<file path="src/rtl/dig_dec_clkgen.sv">
// Registered hex-to-7-segment decoder plus a two-output phase-accumulator frequency synthesiser.
// Optional DIG_DEC_BLANK_EN adds a 'blank' input that forces the segment register to all-off.

module dig_dec_clkgen_acc #(
  parameter int                ACC_W = 32,
  parameter logic [ACC_W-1:0]  INC   = '0
) (
  input  logic clk,
  input  logic rst,
  output logic tick_o,
  output logic msb_o
);
  logic [ACC_W-1:0] acc_q, acc_d;
  logic             tick_q, carry;

  assign {carry, acc_d} = {1'b0, acc_q} + {1'b0, INC};

  always_ff @(posedge clk or posedge rst) begin
    if (rst) begin
      acc_q  <= '0;
      tick_q <= 1'b0;
    end else begin
      acc_q  <= acc_d;
      tick_q <= carry;
    end
  end

  assign tick_o = tick_q;
  assign msb_o  = acc_q[ACC_W-1];
endmodule

module dig_dec_clkgen #(
  parameter int CLK_HZ      = 50000000,
  parameter int F0_HZ       = 8000,
  parameter int F1_HZ       = 4096,
  parameter int ACC_W       = 32,
  parameter int LOCK_CYCLES = 1024
) (
  input  logic       clk,
  input  logic       rst,
  input  logic [3:0] val,
  input  logic       dp,
`ifdef DIG_DEC_BLANK_EN
  input  logic       blank,
`endif
  output logic [7:0] dig,
  output logic       tick0,
  output logic       tick1,
  output logic       c0,
  output logic       c1,
  output logic       locked
);
  localparam int NUM_LANES = 2;
  localparam int LW        = $clog2(LOCK_CYCLES + 1);

  // Round-to-nearest increment; 64-bit math keeps F * 2^ACC_W exact.
  localparam longint unsigned INC0_L =
    ((longint'(F0_HZ) * (64'd1 << ACC_W)) + longint'(CLK_HZ / 2)) / longint'(CLK_HZ);
  localparam longint unsigned INC1_L =
    ((longint'(F1_HZ) * (64'd1 << ACC_W)) + longint'(CLK_HZ / 2)) / longint'(CLK_HZ);
  localparam longint unsigned HALF_L = 64'd1 << (ACC_W - 1);

  localparam logic [NUM_LANES-1:0][ACC_W-1:0] INC_V =
    {INC1_L[ACC_W-1:0], INC0_L[ACC_W-1:0]};

  generate
    if (INC0_L == 0 || INC0_L >= HALF_L || INC1_L == 0 || INC1_L >= HALF_L) begin : g_bad_inc
      $error("dig_dec_clkgen: increment out of range (0 or >= 2^(ACC_W-1))");
    end
  endgenerate

  logic [NUM_LANES-1:0] tick_v, msb_v;

  genvar g;
  generate
    for (g = 0; g < NUM_LANES; g++) begin : g_lane
      dig_dec_clkgen_acc #(.ACC_W(ACC_W), .INC(INC_V[g])) u_acc (
        .clk    (clk),
        .rst    (rst),
        .tick_o (tick_v[g]),
        .msb_o  (msb_v[g])
      );
    end
  endgenerate

  assign tick0 = tick_v[0];
  assign tick1 = tick_v[1];
  assign c0    = msb_v[0];
  assign c1    = msb_v[1];

  // Lock counter saturates at LOCK_CYCLES; locked is sticky until reset.
  logic [LW-1:0] cnt_q, cnt_d;
  logic          locked_q, locked_d;

  always_comb begin
    cnt_d    = (cnt_q == LW'(LOCK_CYCLES)) ? cnt_q : cnt_q + 1'b1;
    locked_d = locked_q | (cnt_d == LW'(LOCK_CYCLES));
  end

  always_ff @(posedge clk or posedge rst) begin
    if (rst) begin
      cnt_q    <= '0;
      locked_q <= 1'b0;
    end else begin
      cnt_q    <= cnt_d;
      locked_q <= locked_d;
    end
  end

  assign locked = locked_q;

  // Active-low segments, bit order g..a.
  logic [6:0] seg;
  logic [7:0] dig_q, dig_d;

  always_comb begin
    seg = 7'h7F;
    case (val)
      4'h0: seg = 7'h40;
      4'h1: seg = 7'h79;
      4'h2: seg = 7'h24;
      4'h3: seg = 7'h30;
      4'h4: seg = 7'h19;
      4'h5: seg = 7'h12;
      4'h6: seg = 7'h02;
      4'h7: seg = 7'h78;
      4'h8: seg = 7'h00;
      4'h9: seg = 7'h10;
      4'hA: seg = 7'h08;
      4'hB: seg = 7'h03;
      4'hC: seg = 7'h46;
      4'hD: seg = 7'h21;
      4'hE: seg = 7'h06;
      4'hF: seg = 7'h0E;
      default: seg = 7'h7F;
    endcase
`ifdef DIG_DEC_BLANK_EN
    dig_d = blank ? 8'hFF : {~dp, seg};
`else
    dig_d = {~dp, seg};
`endif
  end

  always_ff @(posedge clk or posedge rst) begin
    if (rst) dig_q <= 8'hFF;
    else     dig_q <= dig_d;
  end

  assign dig = dig_q;
endmodule

</file>
<file path="config.mk">
export PLATFORM = sky130hd
export DESIGN_NAME = dig_dec_clkgen
export DESIGN_NICKNAME = d
export VERILOG_FILES = /design/src/rtl/dig_dec_clkgen.sv
export SDC_FILE = /design/constraint.sdc
export NUM_CORES = 1
export LEC_CHECK = 0
export BUFFER_PORTS_ARGS = -buffer_cell sky130_fd_sc_hd__buf_2
export CAP_MARGIN = 30
export CORE_MARGIN = 2
export CORE_UTILIZATION = 45
export DETAILED_ROUTE_END_ITERATION = 10
export PLACE_DENSITY_LB_ADDON = 0.12
export SYNTH_ARGS = -nofsm -noshare
export SYNTH_HDL_FRONTEND = slang
export SYNTH_SLANG_ARGS = --single-unit
</file>
<file path="constraint.sdc">
create_clock -name clk -period 2.55 [get_ports clk]
set_clock_uncertainty 0.15 [all_clocks]
set_input_delay 0.3825 -clock clk [delete_from_list [all_inputs] [get_ports clk]]
set_output_delay 0.3825 -clock clk [all_outputs]
set_load 0.01 [all_outputs]
</file>
==> results of run 1 <==
## power groups by stage
stage / sequential [mW] / combinational, mW / clock [mW]
after floorplan: 1.38 / 0.0486 / 0
after CTS: 1.35 / 0.0946 / 1.18
after global placement: 1.38 / 0.0909 / 0
after detailed placement: 1.38 / 0.0920 / 0
final: 1.35 / 0.0907 / 1.14
after global routing: 1.35 / 0.105 / 1.22
## per-layer routing
| layer | vias to the layer above | wire length [um] |
|---|---|---|
| met1 | 1261 | 3460 |
| met3 | 11 | 248 |
| met5 | - | 0 |
| li1 | 1333 | - |
| met4 | 0 | 134 |
| met2 | 49 | 2830 |
## state kept, by name, summed over array words and instances, names as in the netlist
name,cells
dig,8
g_lane.u_acc.tick_o,2
locked,1
g_lane.u_acc.acc_q,62
cnt_q,11
## metrics by stage
| stage | total power [mW] | worst slack [ns] |
|---|---|---|
| floorplan | 1.43 | 0.462 |
| global placement | 1.47 | 0.346 |
| detailed placement | 1.47 | 0.331 |
| CTS | 2.63 | 0.301 |
| global route | 2.68 | 0.0708 |
| finish | 2.58 | 0.294 |
## final timing paths
kind | startpoint | end | slack, ns | cells after the start
worst min register to register | g_lane[0].u_acc.acc_q[0] | g_lane[0].u_acc.acc_q[0] | 0.29 | 1
worst min-delay path | val[2] | dig[5] | 0.18 | 2
worst max register to register | g_lane[1].u_acc.acc_q[2] | g_lane[1].u_acc.acc_q[24] | 0.29 | 6
max in group asynchronous | rst | dig[0] | 0.99 | 4
worst max-delay path | g_lane[1].u_acc.acc_q[2] | g_lane[1].u_acc.acc_q[24] | 0.29 | 6
min in group asynchronous | rst | g_lane[1].u_acc.acc_q[28] | 0.52 | 3
## logic make-up after synthesis
family / Yosys count / share of synthesized area
flops: 84 / 0.526
buf+inv: 24 / 0.0227
xor+xnor: 64 / 0.140
fa+ha+maj: 10 / 0.0312
compound gates: 68 / 0.123
mux: 4 / 0.0131
simple gates: 108 / 0.144
## timing repair
action / 4_1_cts / 5_1_grt
hold buffers: 2 / 0
setup buffers: 0 / 0
hold endpoints to repair: 26 / 0
## placed cells by master (no fill, tap or decap), types with 3 or more instances in the layout
master     synthesis  routed
a21o_1             4       4
nand4_1            8       8
a21oi_1           20      20
dfstp_2            8       8
nor4_1             5       5
a211oi_1           4       4
nand2b_1           3       3
buf_2              1      19
nand2_1           23      23
bufinv_16          0       3
buf_4              0       4
xor2_1            30      30
nor2_1            23      23
and2_1             3       3
nand3_1           11      11
inv_1             19      18
dfrtp_1           76      76
o21ai_1            3       3
mux2i_1            3       3
o21ai_0            8       8
xnor2_1           34      34
clkbuf_8           0      10
nor3_1             7       7
and4_1             3       3
nor2b_1            6       6
and3_1             4       4
ha_1              10      10
## layout make-up
class | instances | share of cell area
sequential | 84 | 0.465
multi-input combinational | 254 | 0.399
timing repair buffer | 26 | 0.0364
clock buffer | 12 | 0.0319
tap | 108 | 0.0297
clock inverter | 4 | 0.0215
inverter | 19 | 0.0165
==> impl_metrics.json, run 1 <==
{
  "comb_power_share": 0.035,
  "drc_errors": 0,
  "yosysTopAreaCell": "dfrtp_1",
  "grt-ovfl-total": 0,
  "grt.busiest_layer": "met2",
  "hp-class": "in2reg",
  "timing.final.crit_share": 0.885,
  "utilization": 0.524,
  "area_growth_pct": 13.1,
  "min_period_ns": 2.26,
  "syn_inst": 362,
  "clkPwrFrac": 0.441,
  "fin_cells": 507,
  "wl_per_cell_um": 13.2,
  "endpoint_kind": "flip-flop",
  "worstSetupPathType": "reg2reg",
  "drt-total-wl_um": 6670,
  "startpoint_type": "flip-flop",
  "use_met3": 0.0340,
  "cellLeakagePower_nw": 2.08,
  "p_sw_frac": 0.201,
  "synth.distinct_cells": 58,
  "insertion_delay_ns": 0.35,
  "grt_first_pass_wirelength_um": 12000,
  "yosys_warnings": 0,
  "seqPwrFrac": 0.524,
  "placed_area_sq_mm": 0.00428,
  "gp_congestion": 0.748,
  "core-area_sq_mm": 0.00868,
  "synth_area_per_cell_sq_um": 11.1,
  "clock_sinks": 84,
  "cts_tree": "yes",
  "tightest_slew_ns": 0.643,
  "die_area_sq_mm": 0.00970,
  "path_buf_inv": 0,
  "slew_headroom": 0.570,
  "setup_violations": 0,
  "grt_max_degree": 37,
  "hold_viol": 0,
  "postRouteAntennaNets": 0,
  "path_delay_family": "compound AO/OA/AOI/OAI gates",
  "cp.required_ns": 2.62,
  "use_met2": 0.220,
  "drt_pre_antenna_iters": 4,
  "die_h_um": 98.5,
  "finalNetCount": 411,
  "cts-buffers-inserted": 9,
  "fill_cells": 776,
  "synth_seq_cells": 84,
  "drtIter0Drc": 105,
  "p_int_mw": 2.06,
  "async_flop_share": 1.00,
  "slew_violations": 0,
  "slowest_stage": "a2111o_1",
  "n_antenna_cell": 0,
  "path_clk_slew_ns": 0.08,
  "dpl.cell_count": 489,
  "final_cell_area_sq_mm": 0.00454,
  "rsz0062_at_grt": "no",
  "synth_area_sq_mm": 0.00402,
  "htree_levels": 3,
  "synth_most_common_cell": "dfrtp_1",
  "multi_input_comb_area_sq_mm": 0.00181,
  "synthFlopType": "dfrtp_1",
  "drive_gt1_frac": 0.148,
  "regArea_sq_mm": 0.00211,
  "status": "finished, final reports clean",
  "p_per_area_mw_per_mm2": 568,
  "synth-edff-count": 0,
  "pin_count": 20,
  "cp.arrival_ns": 2.33,
  "track_usage": 0.151,
  "fmax_ghz": 0.443,
  "antenna_found_initial": 0,
  "portBuffers": 19,
  "start_util": 0.463,
  "die_x_um": 98.5,
  "max_stage_delay_ns": 0.46,
  "grtUsageMet1": 0.219,
  "hpwl_um": 4540,
  "synthesis.nets": 379,
  "ys_seq_area_frac": 0.526,
  "tns_ns": 0,
  "vias": 2654,
  "whs_ns": 0.177,
  "maxCapViolations": 0,
  "clockBufferDepth": 2,
  "first_global_vias": 2597,
  "synth_area_leaders": "dfrtp_1, xnor2_1, xor2_1",
  "ir_drop_v": 0.000266,
  "ctsResizeCount": 0,
  "vias_per_cell": 5.23,
  "yosys.area.top_type_share": 0.474,
  "core.rowCount": 34,
  "ys_top_cells_by_count": "dfrtp_1, xnor2_1, xor2_1",
  "cts-root-buf": "clkbuf_8",
  "cp_max_fo": 7,
  "p_sw_mw": 0.520,
  "crit_chain": "ha_1 -> a211o_1 -> a2111o_1 -> a21oi_4 -> nor3_1 -> xor2_1"
}
(Power assumes the default switching activity.)
==> run 2, diff against run 1 <==
--- a/config.mk
+++ b/config.mk
@@ -9,6 +9,7 @@
 export CAP_MARGIN = 30
 export CORE_MARGIN = 2
 export CORE_UTILIZATION = 45
+export CTS_BUF_LIST = sky130_fd_sc_hd__clkbuf_4 sky130_fd_sc_hd__clkbuf_8
 export DETAILED_ROUTE_END_ITERATION = 10
 export PLACE_DENSITY_LB_ADDON = 0.12
 export SYNTH_ARGS = -nofsm -noshare
==> impl_metrics.json, run 2 (synthesis results as in run 1) <==
{
  "status": "finished, final reports clean",
  "largest_reg_flops": 62,
  "final_cell_mix": "dfrtp_1, xnor2_1, xor2_1",
  "min_period_ns": 2.26,
  "hold_viol": 0,
  "cts_tree": "yes",
  "startpoint_type": "flip-flop",
  "regArea_sq_mm": 0.00211,
  "fill_cells": 776,
  "clock_sinks": 84,
  "worstSetupPathType": "reg2reg",
  "wl_per_cell_um": 13.2,
  "drive_gt1_frac": 0.153,
  "vias_per_cell": 5.21,
  "portBuffers": 19,
  "crit_chain": "ha_1 -> a211o_1 -> a2111o_1 -> a21oi_4 -> nand3b_1 -> xnor2_1",
  "setup_violations": 0,
  "postRouteAntennaNets": 0,
  "p_per_area_mw_per_mm2": 572,
  "core-area_sq_mm": 0.00868,
  "endpoint_kind": "flip-flop",
  "hp-class": "in2reg",
  "cellLeakagePower_nw": 2.08,
  "slowest_stage": "a2111o_1",
  "gp_congestion": 0.748,
  "die_area_sq_mm": 0.00970,
  "slew_headroom": 0.564,
  "drtIter0Drc": 92,
  "ctsResizeCount": 0,
  "slew_violations": 0,
  "utilization": 0.524,
  "htree_levels": 3,
  "timing.final.crit_share": 0.887,
  "multi_input_comb_area_sq_mm": 0.00181,
  "finalNetCount": 411,
  "path_clk_slew_ns": 0.08,
  "top_register": "g_lane.u_acc.acc_q",
  "cp_max_fo": 7,
  "first_global_vias": 2607,
  "cts-root-buf": "clkbuf_8",
  "pin_count": 20,
  "grt-ovfl-total": 0,
  "rsz0062_at_grt": "no",
  "path_buf_inv": 0,
  "drt-total-wl_um": 6690,
  "setup_slack_ns": 0.289,
  "vias": 2640,
  "max_stage_delay_ns": 0.46,
  "grt_max_degree": 37,
  "hpwl_um": 4540,
  "tightest_slew_ns": 0.652,
  "cts-hold-fix-buffers": 2,
  "cts_setup_buffers": 0,
  "die_h_um": 98.5,
  "n_antenna_cell": 0,
  "grt_first_pass_wirelength_um": 12100,
  "area_growth_pct": 13.3,
  "start_util": 0.463,
  "pre_cts_ws_ns": 0.331,
  "core.rowCount": 34,
  "final_common_cell": "dfrtp_1",
  "clockBufferDepth": 2,
  "cp.required_ns": 2.66,
  "ir_drop_v": 0.000259,
  "power.total_mw": 2.60,
  "tns_ns": 0,
  "insertion_delay_ns": 0.35,
  "path_delay_family": "compound AO/OA/AOI/OAI gates",
  "antenna_found_initial": 0,
  "die_x_um": 98.5,
  "track_usage": 0.152,
  "fmax_ghz": 0.442,
  "drt_pre_antenna_iters": 4,
  "maxCapViolations": 0,
  "drc_errors": 0,
  "cp.arrival_ns": 2.37,
  "cts-buffers-inserted": 9
}
run 2: changes by cell type in the layout (fill, tap and decap cells not counted):
cell and change:
clkbuf_1 -2, clkbuf_4 +2
run 2: metrics by stage:
stage | instance area [sq um] | hold WS, ns | std cells
floorplan | 4020 | 0.259 | 362
global placement | 4280 | 0.273 | 489
detailed placement | 4280 | 0.284 | 489
CTS | 4550 | 0.151 | 507
global route | 4550 | 0.164 | 507
finish | 4550 | 0.180 | 507
run 2: final cells by class:
| class | instances | area share |
|---|---|---|
| clock buffer | 12 | 0.0335 |
| clock inverter | 4 | 0.0214 |
| sequential | 84 | 0.464 |
| timing repair buffer | 26 | 0.0363 |
| tap | 108 | 0.0297 |
| multi-input combinational | 254 | 0.398 |
| inverter | 19 | 0.0165 |
run 2: path summary, 6_finish.rpt:
kind | to | startpoint | slack, ns | cells past startpoint
min in group asynchronous | g_lane[1].u_acc.acc_q[26] | rst | 0.52 | 3
setup / recovery | g_lane[1].u_acc.acc_q[26] | g_lane[1].u_acc.acc_q[2] | 0.29 | 6
max in group asynchronous | dig[0] | rst | 0.98 | 4
setup reg to reg | g_lane[1].u_acc.acc_q[26] | g_lane[1].u_acc.acc_q[2] | 0.29 | 6
hold reg to reg | g_lane[0].u_acc.acc_q[0] | g_lane[0].u_acc.acc_q[0] | 0.29 | 1
hold / removal | dig[5] | val[2] | 0.18 | 2
run 2: power by group:
part           switching [mW]  internal (mW)  total [mW]  leakage (nW)
registers             0.00246           1.35        1.35          1.04
clock network           0.459          0.700        1.16         0.124
logic                  0.0579         0.0330      0.0909         0.920
run 2: metal layers:
layer,track usage,vias up,share of wire
met4,0.0664,0,0.014
li1,-,1332,-
met2,0.221,37,0.43
met1,0.219,1264,0.52
met5,0,-,0
met3,0.0340,7,0.034
